$ cat src/rtl/cpu_perf_monitor.sv
// Performance monitor for a pipelined CPU: counts cycles, stalls, flushes and retirements,
// raises a halt request at a programmed cycle limit, and serves counters over a req/ack port.
module cpu_perf_monitor #(
    parameter int CNT_W = 32,
    parameter int PC_W  = 32
) (
    input  logic             clk_i,
    input  logic             rst_i,
    input  logic             start_i,
    input  logic [CNT_W-1:0] limit_i,
    input  logic             stall_i,
    input  logic             branch_i,
    input  logic             flush_i,
    input  logic             retire_i,
    input  logic [PC_W-1:0]  pc_i,
    input  logic             clear_i,
    input  logic             rd_req_i,
    input  logic [2:0]       rd_sel_i,
    output logic             rd_ack_o,
    output logic [CNT_W-1:0] rd_data_o,
    output logic [1:0]       state_o,
    output logic             halt_o
);

    typedef enum logic [1:0] {
        IDLE = 2'b00,
        RUN  = 2'b01,
        DONE = 2'b10
    } state_t;

    state_t             state_q;
    logic [CNT_W-1:0]   limit_q;
    logic [CNT_W-1:0]   cycle_q, stall_q, flush_q, retire_q;
    logic [PC_W-1:0]    last_pc_q;
    logic               limit_hit_q;
    logic               halt_q;
    logic               rd_ack_q;
    logic [CNT_W-1:0]   rd_data_q;

    logic [CNT_W-1:0]   cycle_d, stall_d, flush_d, retire_d;
    logic               limit_reached;
    logic [CNT_W-1:0]   rd_mux;

    // Saturating increment: an all-ones counter stays all-ones.
    function automatic logic [CNT_W-1:0] sat_inc(input logic [CNT_W-1:0] v, input logic en);
        if (!en || (&v))
            return v;
        return v + CNT_W'(1);
    endfunction

    always_comb begin
        cycle_d       = sat_inc(cycle_q, 1'b1);
        stall_d       = sat_inc(stall_q, stall_i & ~branch_i);
        flush_d       = sat_inc(flush_q, flush_i);
        retire_d      = sat_inc(retire_q, retire_i);
        limit_reached = (limit_q != '0) && (cycle_d == limit_q);
    end

    // Readout sees register values as they stand before this edge's update.
    always_comb begin
        rd_mux = '0;
        case (rd_sel_i)
            3'd0:    rd_mux = cycle_q;
            3'd1:    rd_mux = stall_q;
            3'd2:    rd_mux = flush_q;
            3'd3:    rd_mux = retire_q;
            3'd4:    rd_mux = CNT_W'(last_pc_q);
            3'd5:    rd_mux = CNT_W'({state_q, limit_hit_q});
            default: rd_mux = '0;
        endcase
    end

    always_ff @(posedge clk_i or negedge rst_i) begin
        if (!rst_i) begin
            state_q     <= IDLE;
            limit_q     <= '0;
            cycle_q     <= '0;
            stall_q     <= '0;
            flush_q     <= '0;
            retire_q    <= '0;
            last_pc_q   <= '0;
            limit_hit_q <= 1'b0;
            halt_q      <= 1'b0;
            rd_ack_q    <= 1'b0;
            rd_data_q   <= '0;
        end else begin
            if (rd_ack_q) begin
                rd_ack_q <= 1'b0;
            end else if (rd_req_i) begin
                rd_ack_q  <= 1'b1;
                rd_data_q <= rd_mux;
            end

            if (clear_i) begin
                state_q     <= IDLE;
                cycle_q     <= '0;
                stall_q     <= '0;
                flush_q     <= '0;
                retire_q    <= '0;
                last_pc_q   <= '0;
                limit_hit_q <= 1'b0;
                halt_q      <= 1'b0;
            end else begin
                case (state_q)
                    IDLE: begin
                        if (start_i) begin
                            state_q <= RUN;
                            limit_q <= limit_i;
                        end
                    end
                    RUN: begin
                        // start_i low pauses without leaving RUN.
                        if (start_i) begin
                            cycle_q   <= cycle_d;
                            stall_q   <= stall_d;
                            flush_q   <= flush_d;
                            retire_q  <= retire_d;
                            last_pc_q <= pc_i;
                            if (limit_reached) begin
                                state_q     <= DONE;
                                limit_hit_q <= 1'b1;
                                halt_q      <= 1'b1;
                            end
                        end
                    end
                    default: ;
                endcase
            end
        end
    end

    assign state_o   = state_q;
    assign halt_o    = halt_q;
    assign rd_ack_o  = rd_ack_q;
    assign rd_data_o = rd_data_q;

endmodule

$ cat config.mk
export PLATFORM = sky130hd
export DESIGN_NAME = cpu_perf_monitor
export DESIGN_NICKNAME = d
export VERILOG_FILES = /design/src/rtl/cpu_perf_monitor.sv
export SDC_FILE = /design/constraint.sdc
export NUM_CORES = 1
export LEC_CHECK = 0
export CELL_PAD_IN_SITES_DETAIL_PLACEMENT = 1
export CELL_PAD_IN_SITES_GLOBAL_PLACEMENT = 1
export CORE_MARGIN = 3
export CORE_UTILIZATION = 35
export CTS_CLUSTER_DIAMETER = 30
export DETAILED_ROUTE_END_ITERATION = 7
export PLACE_DENSITY_LB_ADDON = 0.25
export REMOVE_ABC_BUFFERS = 1
export SKIP_LAST_GASP = 1
export SLEW_MARGIN = 10
export SYNTH_ARGS = -nofsm -noshare
export SYNTH_HDL_FRONTEND = slang
export SYNTH_SLANG_ARGS = --single-unit
$ cat constraint.sdc
create_clock -name clk_i -period 5.4 [get_ports clk_i]
set_input_delay 0.81 -clock clk_i [delete_from_list [all_inputs] [get_ports clk_i]]
set_output_delay 0.81 -clock clk_i [all_outputs]
set_load 0.1 [all_outputs]
==> run metrics <==
Clock Skew=~0.025 ns; Worst-Skew Late Latency=between 0.5 and 0.6 ns; CTS Root Cell=clkbuf_16; Starting Density=0.360; global-route wire length before repair=roughly 68,000 µm; overall routing resource usage=0.222; clock tree from TritonCTS=yes; CP arrival=between 4 and 5 ns; power per cell area=415 nW/µm²; Synth Register Bits=roughly 230; Max Slew Vio Count=0; HPWL after DPL=between 20,000 and 30,000 µm; CP Data Required Time=approximately 6 ns; vias in the first global route=around 12,000; Layout Nets=around 1,600; Reg2Reg Depth=8; DRC=0; Max VDD drop=0.261 mV; Ports=~110; DR iter-0 viols=674; Final ANT Viol Nets=0; Hold Crit Class=input port to async pin; Max-Slew Margin vs Limit=0.251; Tcrit/Tclk final=0.672; Max Clock Freq=around 280 MHz; Antenna diodes=0; crit path max fanout=12; YS warnings=0; Final Cell Area=around 16,000 µm²; PostCTS Resize Cnt=0; die width=roughly 200 µm; routed via count=about 11,000; asr flop ratio synth=1.00; DP Area=between 10,000 and 15,000 µm²; critical path endpoint category=flop; Crit Path Category=flop to flop; Mapped Cells=approximately 1,400; Routed Wire Length=approximately 42,000 µm; CP startpoint kind=flop; via/cell ratio=5.60; total grt overflow=0; setup TNS=0 ns; Die Span Y=just under 200 µm; Sink Count=approximately 230; total CTS buffers=66; CTS Hold Buffers Added=0; Setup Fix Bufs, Post-CTS=0; R2R Setup Slk=between 1.5 and 2 ns; Tmin final=3.63 ns; largest net degree at the start of global routing=about 130; predominant post-synthesis flop cell=dfrtp_1; Placement Setup Slack=between 1.5 and 2 ns; EDFF count, synth=0; final worst-path setup slack=around 1.8 ns; routed len/inst=roughly 21 µm; Least-Margin Pin Slew=between 1 and 1.5 ns; Max-Cap Viols=0; I/O Buffers=111; Post-Syn Area=12,600 µm²; Bufs on Longest Clock Path=3; initial antenna violation count=0; row cnt=between 60 and 70; DIE AREA=between 30,000 and 40,000 µm²; worst reg2reg path startpoint=cycle_q[0]$_DFFE_PN0P_; CTS clk-pin slew, worst paths=around 0.040 ns; final-report hold violation count=0; hold slack final=roughly 0.29 ns; final setup fails=0; synth unique cells=66; Pre-Repair DR Iteration Count=5; share of layout cells above drive strength 1=0.118; Max H-tree Level=3; Core Footprint=35,100 µm²; Seq/Total Area, Yosys=0.452; worst r2r dst=halt_o$_DFFE_PN0P_; RSZ-0062 raised after global routing=false; Layout area overhead=30.7%; RD Place Congestion=0.840; status=finished, final reports clean; Final Power=slightly below 7 mW; synthesized area per cell=9.22 µm²; LEAKAGE=6.66 nW
==> critical path, stage by stage (launching register included) <==
cell and delay, ns:
dfrtp_1 0.49, ha_1 0.49, inv_1 0.24, nor3_1 0.61, nand3_2 0.33, a2111oi_0 0.50, and4_1 0.26, nand4_1 0.24
o41ai_1 0.34
==> cell usage in the layout, fill, tap and decap left out, drive strengths merged, types with 11 or more instances in the layout <==
cell type        n
nand4           45
o21ai           28
or3             18
and4            16
inv             28
bufinv          13
nand2          140
clkbuf          86
xor2            72
clkinv          11
and2            12
clkdlybuf4s50  108
nor3            26
dfrtp          228
xnor2           68
mux2            34
nand3           53
o21a            29
buf             17
and3            27
mux2i           39
o221ai          29
nor2           182
a22oi           29
a21oi           87
nor4            18
==> synthesized netlist by cell type, drive strengths merged, types with 5 or more instances <==
library cell  number  area [µm²]
dfrtp            228        5710
clkbuf            61         230
nand2b             5        31.3
and3              27         169
nor3              26         130
o21a              29         218
nor2b              5        31.3
or2                6        37.5
buf               28         136
o221ai            29         254
or3               18         113
xor2              72         631
nand3             53         280
nor4              18         143
nor2             182         683
a22oi             29         218
and2              12        75.1
a21oi             87         435
a31oi              7        43.8
xnor2             68         596
mux2i             39         390
and4              16         140
o21ai             28         140
inv               24        90.1
nand2            140         526
nand4             45         294
mux2              34         383
==> metrics by stage <==
stage / std cells / utilization
2_1_floorplan: 1279 / -
3_5_place_dp: 1859 / 0.401
5_1_grt: 1976 / 0.470
4_1_cts: 1976 / 0.470
6_report: 1976 / 0.470
3_3_place_gp: 1859 / 0.401
==> flip-flops by register name, indices dropped and copies added (netlist names) <==
name and flops:
flush_q 32, state_o 2, retire_q 32, rd_ack_o 1, stall_q 32, rd_data_o 32, cycle_q 32, last_pc_q 32
limit_q 32, halt_o 1
==> layer usage <==
layer | vias up | GRT usage | wire [µm]
li1 | 5059 | - | -
met1 | 5634 | 0.306 | 19700
met2 | 287 | 0.351 | 19600
met3 | 80 | 0.0443 | 2170
met4 | 0 | 0.0716 | 972
met5 | - | 0 | 0
==> area by class of cell <==
class                   count  area [µm²]
repair buffers            125        1230
multi-input cells        1027        6460
flip-flops and latches    228        5710
well taps                 455         569
fillers                  3918       18600
clock inverters            31         579
clock buffers              86        1850
inverters                  24        90.1
==> how the worst max path moves through the flow <==
stage	endpoint	slack [ns]	start
finish	halt_o$_DFFE_PN0P_	1.77	cycle_q[0]$_DFFE_PN0P_
global route	halt_o$_DFFE_PN0P_	1.49	cycle_q[0]$_DFFE_PN0P_
detailed placement	stall_q[25]$_DFFE_PN0P_	1.56	start_i
CTS	stall_q[6]$_DFFE_PN0P_	1.86	stall_q[11]$_DFFE_PN0P_
floorplan	limit_q[0]$_DFFE_PN0P_	1.31	state_o[1]$_DFFE_PN0P_
global placement	stall_q[25]$_DFFE_PN0P_	1.72	start_i
==> report_power, final <==
part / internal [mW] / switching [mW] / leakage [nW]
logic: 0.242 / 0.476 / 2.43
registers: 1.80 / 0.0944 / 3.05
clock network: 3.03 / 1.20 / 1.18
total: 5.08 / 1.77 / 6.66
==> cell families (layout without fill, tap and decap cells) <==
family	after synthesis	count (layout)	synth area share
flops	228	228	0.452
fa+ha+maj	4	4	0.00397
mux	75	75	0.0649
xor+xnor	140	140	0.0972
buf+inv	113	266	0.0362
simple gates	562	562	0.216
compound gates	246	246	0.130
(Power assumes the default switching activity.)
